`config.mk`:
```
export PLATFORM = sky130hd
export DESIGN_NAME = freq_gate_ctrl
export DESIGN_NICKNAME = d
export VERILOG_FILES = /design/src/rtl/freq_gate_ctrl.sv
export SDC_FILE = /design/constraint.sdc
export NUM_CORES = 1
export LEC_CHECK = 0
export BUFFER_PORTS_ARGS = -buffer_cell sky130_fd_sc_hd__buf_2
export CORE_MARGIN = 1.5
export CORE_UTILIZATION = 60
export DETAILED_ROUTE_END_ITERATION = 8
export PLACE_DENSITY = 0.79
export SKIP_CTS_REPAIR_TIMING = 1
export SLEW_MARGIN = 40
export SYNTH_ARGS = -nofsm -noshare
export SYNTH_HDL_FRONTEND = slang
export SYNTH_SLANG_ARGS = --single-unit
```
`constraint.sdc`:
```
create_clock -name sysclk -period 2.2 [get_ports sysclk]
set_input_delay 0 -clock sysclk [delete_from_list [all_inputs] [get_ports sysclk]]
set_output_delay 0 -clock sysclk [all_outputs]
set_load 0.01 [all_outputs]
```
`src/rtl/freq_gate_ctrl.sv`:
```
// Purpose : gated-window frequency counter; counts rising edges of sigin over a fixed sysclk window.
// Latency : 3 sysclk from sigin pin to edge strobe; result (freq/ovf/valid) one cycle after LATCH.
// Backpres: none; start is a level sampled only in IDLE, valid is a single-cycle pulse with no handshake.
//
// Ports:
//   sysclk  - system clock, the only clock in the block
//   rst_n   - asynchronous active-low reset
//   start   - request a single measurement (only looked at while IDLE)
//   auto    - continuous back-to-back measurements while high
//   sigin   - signal under test, asynchronous to sysclk
//   freq    - rising-edge count latched at the end of the last completed gate window
//   valid   - one-cycle pulse coinciding with each freq/ovf update
//   ovf     - edge counter saturated during the last completed gate window
//   gate    - high while the gate window is open
//   busy    - high in every state except IDLE
module freq_gate_ctrl #(
  parameter int GATE_CYCLES = 50000000,
  parameter int HOLD_CYCLES = 25000000,
  parameter int CNT_W       = 24
) (
  input  logic             sysclk,
  input  logic             rst_n,
  input  logic             start,
  input  logic             auto,
  input  logic             sigin,
  output logic [CNT_W-1:0] freq,
  output logic             valid,
  output logic             ovf,
  output logic             gate,
  output logic             busy
);

  // Timer is shared by GATE and HOLD, so it is sized for the longer of the two.
  localparam int MAX_CYC = (GATE_CYCLES > HOLD_CYCLES) ? GATE_CYCLES : HOLD_CYCLES;
  localparam int TMR_W   = (MAX_CYC > 1) ? $clog2(MAX_CYC) : 1;

  localparam logic [TMR_W-1:0] GATE_LAST = TMR_W'(GATE_CYCLES - 1);
  localparam logic [TMR_W-1:0] HOLD_LAST = TMR_W'(HOLD_CYCLES - 1);

  typedef enum logic [2:0] {
    S_IDLE  = 3'd0,
    S_CLEAR = 3'd1,
    S_GATE  = 3'd2,
    S_LATCH = 3'd3,
    S_HOLD  = 3'd4
  } state_t;

  // ---------------------------------------------------------------------------
  // Input synchronizer and rising-edge detector
  // ---------------------------------------------------------------------------
  // sync1/sync2 resolve metastability; sync3 is the history flop. The edge
  // strobe itself is registered so the pin-to-strobe latency is a fixed 3 cycles.
  logic sync1_q;
  logic sync2_q;
  logic sync3_q;
  logic edge_q;

  always_ff @(posedge sysclk or negedge rst_n) begin
    if (!rst_n) begin
      sync1_q <= 1'b0;
      sync2_q <= 1'b0;
      sync3_q <= 1'b0;
      edge_q  <= 1'b0;
    end else begin
      sync1_q <= sigin;
      sync2_q <= sync1_q;
      sync3_q <= sync2_q;
      edge_q  <= sync2_q & ~sync3_q;
    end
  end

  // ---------------------------------------------------------------------------
  // Measurement FSM and datapath state
  // ---------------------------------------------------------------------------
  state_t             state_q,   state_d;
  logic [TMR_W-1:0]   timer_q,   timer_d;
  logic [CNT_W-1:0]   count_q,   count_d;
  logic               ovf_int_q, ovf_int_d;
  logic [CNT_W-1:0]   freq_q,    freq_d;
  logic               ovf_q,     ovf_d;
  logic               valid_q,   valid_d;

  always_ff @(posedge sysclk or negedge rst_n) begin
    if (!rst_n) begin
      state_q   <= S_IDLE;
      timer_q   <= '0;
      count_q   <= '0;
      ovf_int_q <= 1'b0;
      freq_q    <= '0;
      ovf_q     <= 1'b0;
      valid_q   <= 1'b0;
    end else begin
      state_q   <= state_d;
      timer_q   <= timer_d;
      count_q   <= count_d;
      ovf_int_q <= ovf_int_d;
      freq_q    <= freq_d;
      ovf_q     <= ovf_d;
      valid_q   <= valid_d;
    end
  end

  always_comb begin
    state_d   = state_q;
    timer_d   = timer_q;
    count_d   = count_q;
    ovf_int_d = ovf_int_q;
    freq_d    = freq_q;
    ovf_d     = ovf_q;
    valid_d   = 1'b0;

    unique case (state_q)
      S_IDLE: begin
        if (start || auto) begin
          state_d = S_CLEAR;
        end
      end

      S_CLEAR: begin
        timer_d   = '0;
        count_d   = '0;
        ovf_int_d = 1'b0;
        state_d   = S_GATE;
      end

      S_GATE: begin
        timer_d = timer_q + 1'b1;
        // Saturate rather than wrap: a wrapped count would look like a
        // plausible low frequency, whereas all-ones plus ovf is unambiguous.
        if (edge_q) begin
          if (&count_q) begin
            ovf_int_d = 1'b1;
          end else begin
            count_d = count_q + 1'b1;
          end
        end
        if (timer_q == GATE_LAST) begin
          timer_d = '0;
          state_d = S_LATCH;
        end
      end

      S_LATCH: begin
        // The edge counted on the final GATE cycle is already in count_q here.
        freq_d  = count_q;
        ovf_d   = ovf_int_q;
        valid_d = 1'b1;
        timer_d = '0;
        state_d = S_HOLD;
      end

      S_HOLD: begin
        timer_d = timer_q + 1'b1;
        if (timer_q == HOLD_LAST) begin
          timer_d = '0;
          // auto is sampled only at the end of HOLD, so dropping it mid-run
          // lets the current measurement finish before returning to IDLE.
          state_d = auto ? S_CLEAR : S_IDLE;
        end
      end

      default: begin
        state_d = S_IDLE;
      end
    endcase
  end

  // ---------------------------------------------------------------------------
  // Outputs
  // ---------------------------------------------------------------------------
  // gate/busy decode straight from the state register so an asynchronous
  // reset drops them in the same cycle without waiting for a clock edge.
  assign gate  = (state_q == S_GATE);
  assign busy  = (state_q != S_IDLE);
  assign freq  = freq_q;
  assign ovf   = ovf_q;
  assign valid = valid_q;

endmodule

```
==> impl_results.md, run 1 <==
- CTS root buf: clkbuf_8
- LEAKAGE: approximately 2.2 nW
- Post-synth EDFFs: 0
- Die Ht: between 80 and 90 um
- Synthesized net count: around 410
- I/O pin count: 33
- HP Class: in -> reg
- Crit path launch: count_q[9]
- PortBufs: 32
- Critical R2R Launch: count_q[9]
- Placed inst area: 4420 sq um
- WP data required: between 2 and 2.5 ns
- Filler Cell Count: between 400 and 500
- Max_cap viols: 0
- Setup tns final: 0 ns
- CTS tree: yes
- Row cnt: 29
- P per Cell Area: between 600 and 700 nW/um^2
- Die width: ~86 um
- Peak supply drop: about 0.49 mV
- Antenna diodes: 0
- Pre-CTS WS: 0.137 ns
- Most frequent cells in the layout: dfrtp_1, nor2_1, nand2_1
- DRT Pass-1 Iters: 7
- DP Wirelength: ~6000 um
- CP endpoint kind: register
- Min-delay src: auto
- First-pass GRT wire length: approximately 15000 um
- Starting density of the core: 0.634
- Run status: complete, but fails checks
- Clock share of power: 0.409
- Post-DR vias/cell: 6.17
- Vias in the first global route: 3210
- Largest net degree at the start of global routing: between 50 and 60
- Drt total wl: about 9000 um
- FMAX: 0.474 GHz
- Post-layout min period: approximately 2.1 ns
- WL/cell: about 17 um
- Core area: about 6500 sq um
- Synth top area share: 0.513
- Internal power: approximately 2.3 mW
- Initial antenna violation count: 0
- CTS buffer count: 9
- Worst-path clk slew: 0.09 ns
- Net switching power: 0.728 mW
- Via count: between 3000 and 4000
- Area of the multi-input gates: ~1900 sq um
- Gpl congestion: between 0.8 and 0.9
- Startpoint types: register
- Fin. max-slew vios: 0
- GRT Residual Overflow: 0
- Layout cells sized above 1: 0.232
- Worst Path Max Fanout: 11
- Final hold vios: 1
- Full die area: approximately 7300 sq um
- Predominant post-synthesis flop cell: dfrtp_1
- Post-route cell area: ~4700 sq um
- Post-DRT Antenna Nets: 0
- #FFs+latches synth: between 80 and 90
- Crit Path Class: reg -> reg
- Slew @ Worst Pin: roughly 0.66 ns
- Asr flop ratio synth: 1.00
- TritonCTS Sinks: 84
- DRC viols: 4
- Slew headroom: 0.563
- Register area: between 2000 and 2500 sq um
- Worst Skew: ~0.012 ns
- H-tree Lvls: 3
- Syn-to-layout area delta: 14.9%
- Mapped Area: roughly 4000 sq um
- Seq/Total Area, Yosys: 0.513
- Logic gate share of total power: 0.051
- Iteration-0 DRC Markers: roughly 170
- Post-route setup slack: 0.0887 ns
- Worst Path Arrival: between 2 and 2.5 ns
- Failing checks: DRC, hold timing
- Synth Warn #: 0
- Average size of a mapped cell: 10.3 sq um
- Final worst-path cycle share: 0.960
- Worst skew pair latency: 0.37 ns
- Commonest non-fill, non-tap cell in the layout: dfrtp_1
- Final nets: 455
- Area leader, netlist: dfrtp_1
- Sequential Power Share: 0.540
- Syn Inst Count: ~400
- Switching share of power: 0.240
- CTS max path bufs: 2
- Cell variety after synth: 52
- Synth top area cells: dfrtp_1, mux2_2, nor2_1
- Gr usage total: 0.260
- Worst hold margin: -0.0183 ns
- Final setup fails: 0
-- worst max-delay path, cell delays in order, from the launching register on --
cell,delay (ns)
dfrtp_1,0.45
and4_1,0.28
and3_1,0.30
a31o_2,0.33
buf_4,0.19
or3_1,0.32
a21oi_1,0.18
-- area by class of cell --
type / instances / share of cell area
clock buffers: 11 / 0.0300
clock inverters: 5 / 0.0178
well taps: 77 / 0.0205
inverters: 7 / 0.00558
flip-flops and latches: 84 / 0.447
repair buffers: 56 / 0.0766
multi-input cells: 290 / 0.403
-- state kept, by name (all words and copies together), names as in the netlist --
signal     flops
count_q       24
edge_q         1
freq          24
ovf            1
ovf_int_q      1
state_q        3
sync1_q        1
sync2_q        1
sync3_q        1
timer_q       26
valid          1
-- power by group through the flow --
stage	Combinational (mW)	Sequential, mW	Clock, mW
finish	0.155	1.64	1.24
global route	0.177	1.65	1.32
global placement	0.135	1.67	0
floorplan	0.0757	1.65	0
detailed placement	0.143	1.67	0
CTS	0.147	1.64	1.25
-- synthesized netlist by cell type, drive strengths merged, types with 2 or more instances --
cell type,count
a21oi,19
or2,2
nor4b,3
xnor2,14
buf,7
o31ai,8
o211ai,3
nand2,32
a211oi,3
mux2,24
a31o,3
xor2,12
ha,2
nand4,11
inv,7
and2,4
nor3,6
or3,10
clkbuf,11
or3b,2
or4,8
nor4,7
and3,13
nand3,21
nand2b,3
nor2b,6
and4,5
o21ai,12
nor2,41
dfrtp,84
-- routing by layer --
layer	GRT usage	wire length, um	up-vias	part of all wire
li1	-	-	1538	-
met3	0.0577	509	23	0.057
met1	0.351	3980	1605	0.45
met2	0.415	4230	102	0.47
met4	0.0982	197	0	0.022
met5	0	0	-	0
-- final timing paths --
kind / end / slack [ns] / depth (start not counted)
max: count_q[2] / 0.09 / 6
min: state_q[0] / -0.02 / 3
max reg2reg: count_q[2] / 0.09 / 6
min reg2reg: sync2_q / 0.36 / 0
max in group asynchronous: edge_q / 1.32 / 3
min in group asynchronous: valid / 0.19 / 2
-- logic make-up after synthesis --
family,Yosys count,share of synthesized area
AOI/OAI and AO/OA,58,0.0929
adders and majority gates,2,0.00611
DFF,84,0.513
xor gates and xnor gates,26,0.0556
buffers and inverters,25,0.0272
muxes,25,0.0684
and+or+nand+nor,179,0.236
-- through the flow --
step | util | instances | total power, mW
global placement | 0.685 | 509 | 1.80
finish | 0.729 | 530 | 3.04
global route | 0.729 | 530 | 3.14
detailed placement | 0.685 | 509 | 1.81
CTS | 0.720 | 525 | 3.04
floorplan | - | 399 | 1.72
Note: power is estimated with default switching activity, not from simulation.
==> inputs of run 2 (changes only) <==
- PLACE_DENSITY: 0.79 -> 0.92
==> run 2 against run 1 <==
The flow still finishes with violations (DRC, hold timing). First-iteration DRC count grew 60%. Routed wire length shrank 0.46%. Maximum frequency shrank 0.62%. Register-to-register slack is essentially flat. Combinational power shrank 5%. Critical path type unchanged. Highest routed layer unchanged.
==> impl_results.md, run 2 (synthesis results as in run 1) <==
- Run status: complete, but fails checks
- Failing checks: DRC, hold timing
- Post-layout min period: approximately 2.1 ns
- Gpl congestion: between 0.9 and 1
- FMAX: about 0.47 GHz
- CTS buffer count: 9
- Syn-to-layout area delta: 14.6%
- Most frequent cells in the layout: dfrtp_1, nor2_1, nand2_1
- H-tree Lvls: 3
- Filler Cell Count: 440
- Placed instance count: roughly 500
- HP Class: in -> reg
- Startpoint types: register
- Worst Skew: between 0.008 and 0.009 ns
- Final setup fails: 0
- Iteration-0 DRC Markers: approximately 270
- Clock share of power: 0.401
- Placed inst area: around 4400 sq um
- Filler-free cell count of the finished design: between 500 and 600
- Logic gate share of total power: 0.050
- Row cnt: 29
- LEAKAGE: ~2.2 nW
- Worst hold margin: -0.0124 ns
- Final nets: approximately 450
- CTS max path bufs: 2
- Starting density of the core: 0.634
- WP data required: 2.44 ns
- Final worst-path cycle share: 0.966
- Slew @ Worst Pin: around 0.63 ns
- Worst skew pair latency: approximately 0.36 ns
- PortBufs: 32
- Max_cap viols: 0
- Worst Path Arrival: 2.37 ns
- P per Cell Area: roughly 640 nW/um^2
- Full die area: between 7000 and 8000 sq um
- Post-DRT Antenna Nets: 0
- Initial antenna violation count: 0
- Switching share of power: 0.240
- Largest net degree at the start of global routing: around 50
- Via count: ~3300
- Reg with most FFs: timer_q
- Max FFs per register: 26
- Antenna diodes: 0
- Post-route cell area: 4690 sq um
- TritonCTS Sinks: 84
- DP Wirelength: 6200 um
- Peak supply drop: between 0.4 and 0.5 mV
- Layout cells sized above 1: 0.235
- Die width: between 80 and 90 um
- CTS root buf: clkbuf_8
- Final hold vios: 1
- I/O pin count: 33
- Worst-path clk slew: roughly 0.080 ns
- Net switching power: between 0.7 and 0.8 mW
- Worst Path Max Fanout: 5
- CTS tree: yes
- Vias in the first global route: between 3000 and 4000
- Die Ht: approximately 86 um
- Crit Path Class: reg -> reg
- DRT Pass-1 Iters: 7
- Post-DR vias/cell: approximately 6.3
- Gr usage total: 0.258
- Slew headroom: 0.580
- Drt total wl: between 8000 and 9000 um
- Commonest non-fill, non-tap cell in the layout: dfrtp_1
- Fin. max-slew vios: 0
- First-pass GRT wire length: 14800 um
- WL/cell: 17.0 um
- DRC viols: 5
- Core area: 6460 sq um
- Sequential Power Share: 0.549
- PnR Total Power: ~3.0 mW
- CP endpoint kind: register
- GRT Residual Overflow: 0
- Internal power: 2.27 mW
run 2: power groups by stage:
stage | clock network, mW | registers [mW] | logic, mW
floorplan | 0 | 1.65 | 0.0757
finish | 1.20 | 1.64 | 0.148
detailed placement | 0 | 1.67 | 0.144
CTS | 1.21 | 1.64 | 0.145
global route | 1.26 | 1.65 | 0.169
global placement | 0 | 1.66 | 0.132
run 2: metal layers:
layer  wire [um]  track usage  part of all wire  vias to the layer above
met5           0            0                 0                        -
met4         280        0.107             0.032                        0
met3         525       0.0587             0.059                       33
met2        4360        0.418              0.49                      137
met1        3720        0.338              0.42                     1596
li1            -            -                 -                     1520
run 2: worst paths after layout:
check	startpoint	to	slack [ns]	cells past startpoint
hold reg to reg	sync1_q	sync2_q	0.36	0
setup / recovery	timer_q[9]	timer_q[0]	0.08	5
setup reg to reg	timer_q[9]	timer_q[0]	0.08	5
hold / removal	auto	state_q[0]	-0.01	3
min in group asynchronous	rst_n	valid	0.19	2
max in group asynchronous	rst_n	count_q[9]	1.41	3
run 2: area by class of cell:
type                       count  area [sq um]  area share
clock buffer                  10           128      0.0272
clock inverter                 6          88.8      0.0189
inverter                       7          26.3     0.00560
multi-input combinational    290          1920       0.410
sequential                    84          2100       0.448
tap                           77          96.3      0.0205
timing repair buffer          50           328      0.0699
run 2: worst max-delay path: stages (launching register included):
cell,delay (ns)
dfrtp_1,0.43
or4_1,0.62
nor4_2,0.33
a21oi_1,0.21
a211oi_1,0.30
o32ai_1,0.13
run 2: through the flow:
| step | TNS [ns] | setup slack (ns) | util | hold slack (ns) |
|---|---|---|---|---|
| 5_1_grt | -0.115 | -0.0436 | 0.726 | 0.0375 |
| 3_3_place_gp | 0 | 0.178 | 0.683 | 0.0528 |
| 6_report | 0 | 0.0754 | 0.726 | -0.0124 |
| 3_5_place_dp | 0 | 0.0707 | 0.683 | 0.0548 |
| 2_1_floorplan | 0 | 0.262 | - | -0.296 |
| 4_1_cts | 0 | 0.0136 | 0.717 | -0.329 |
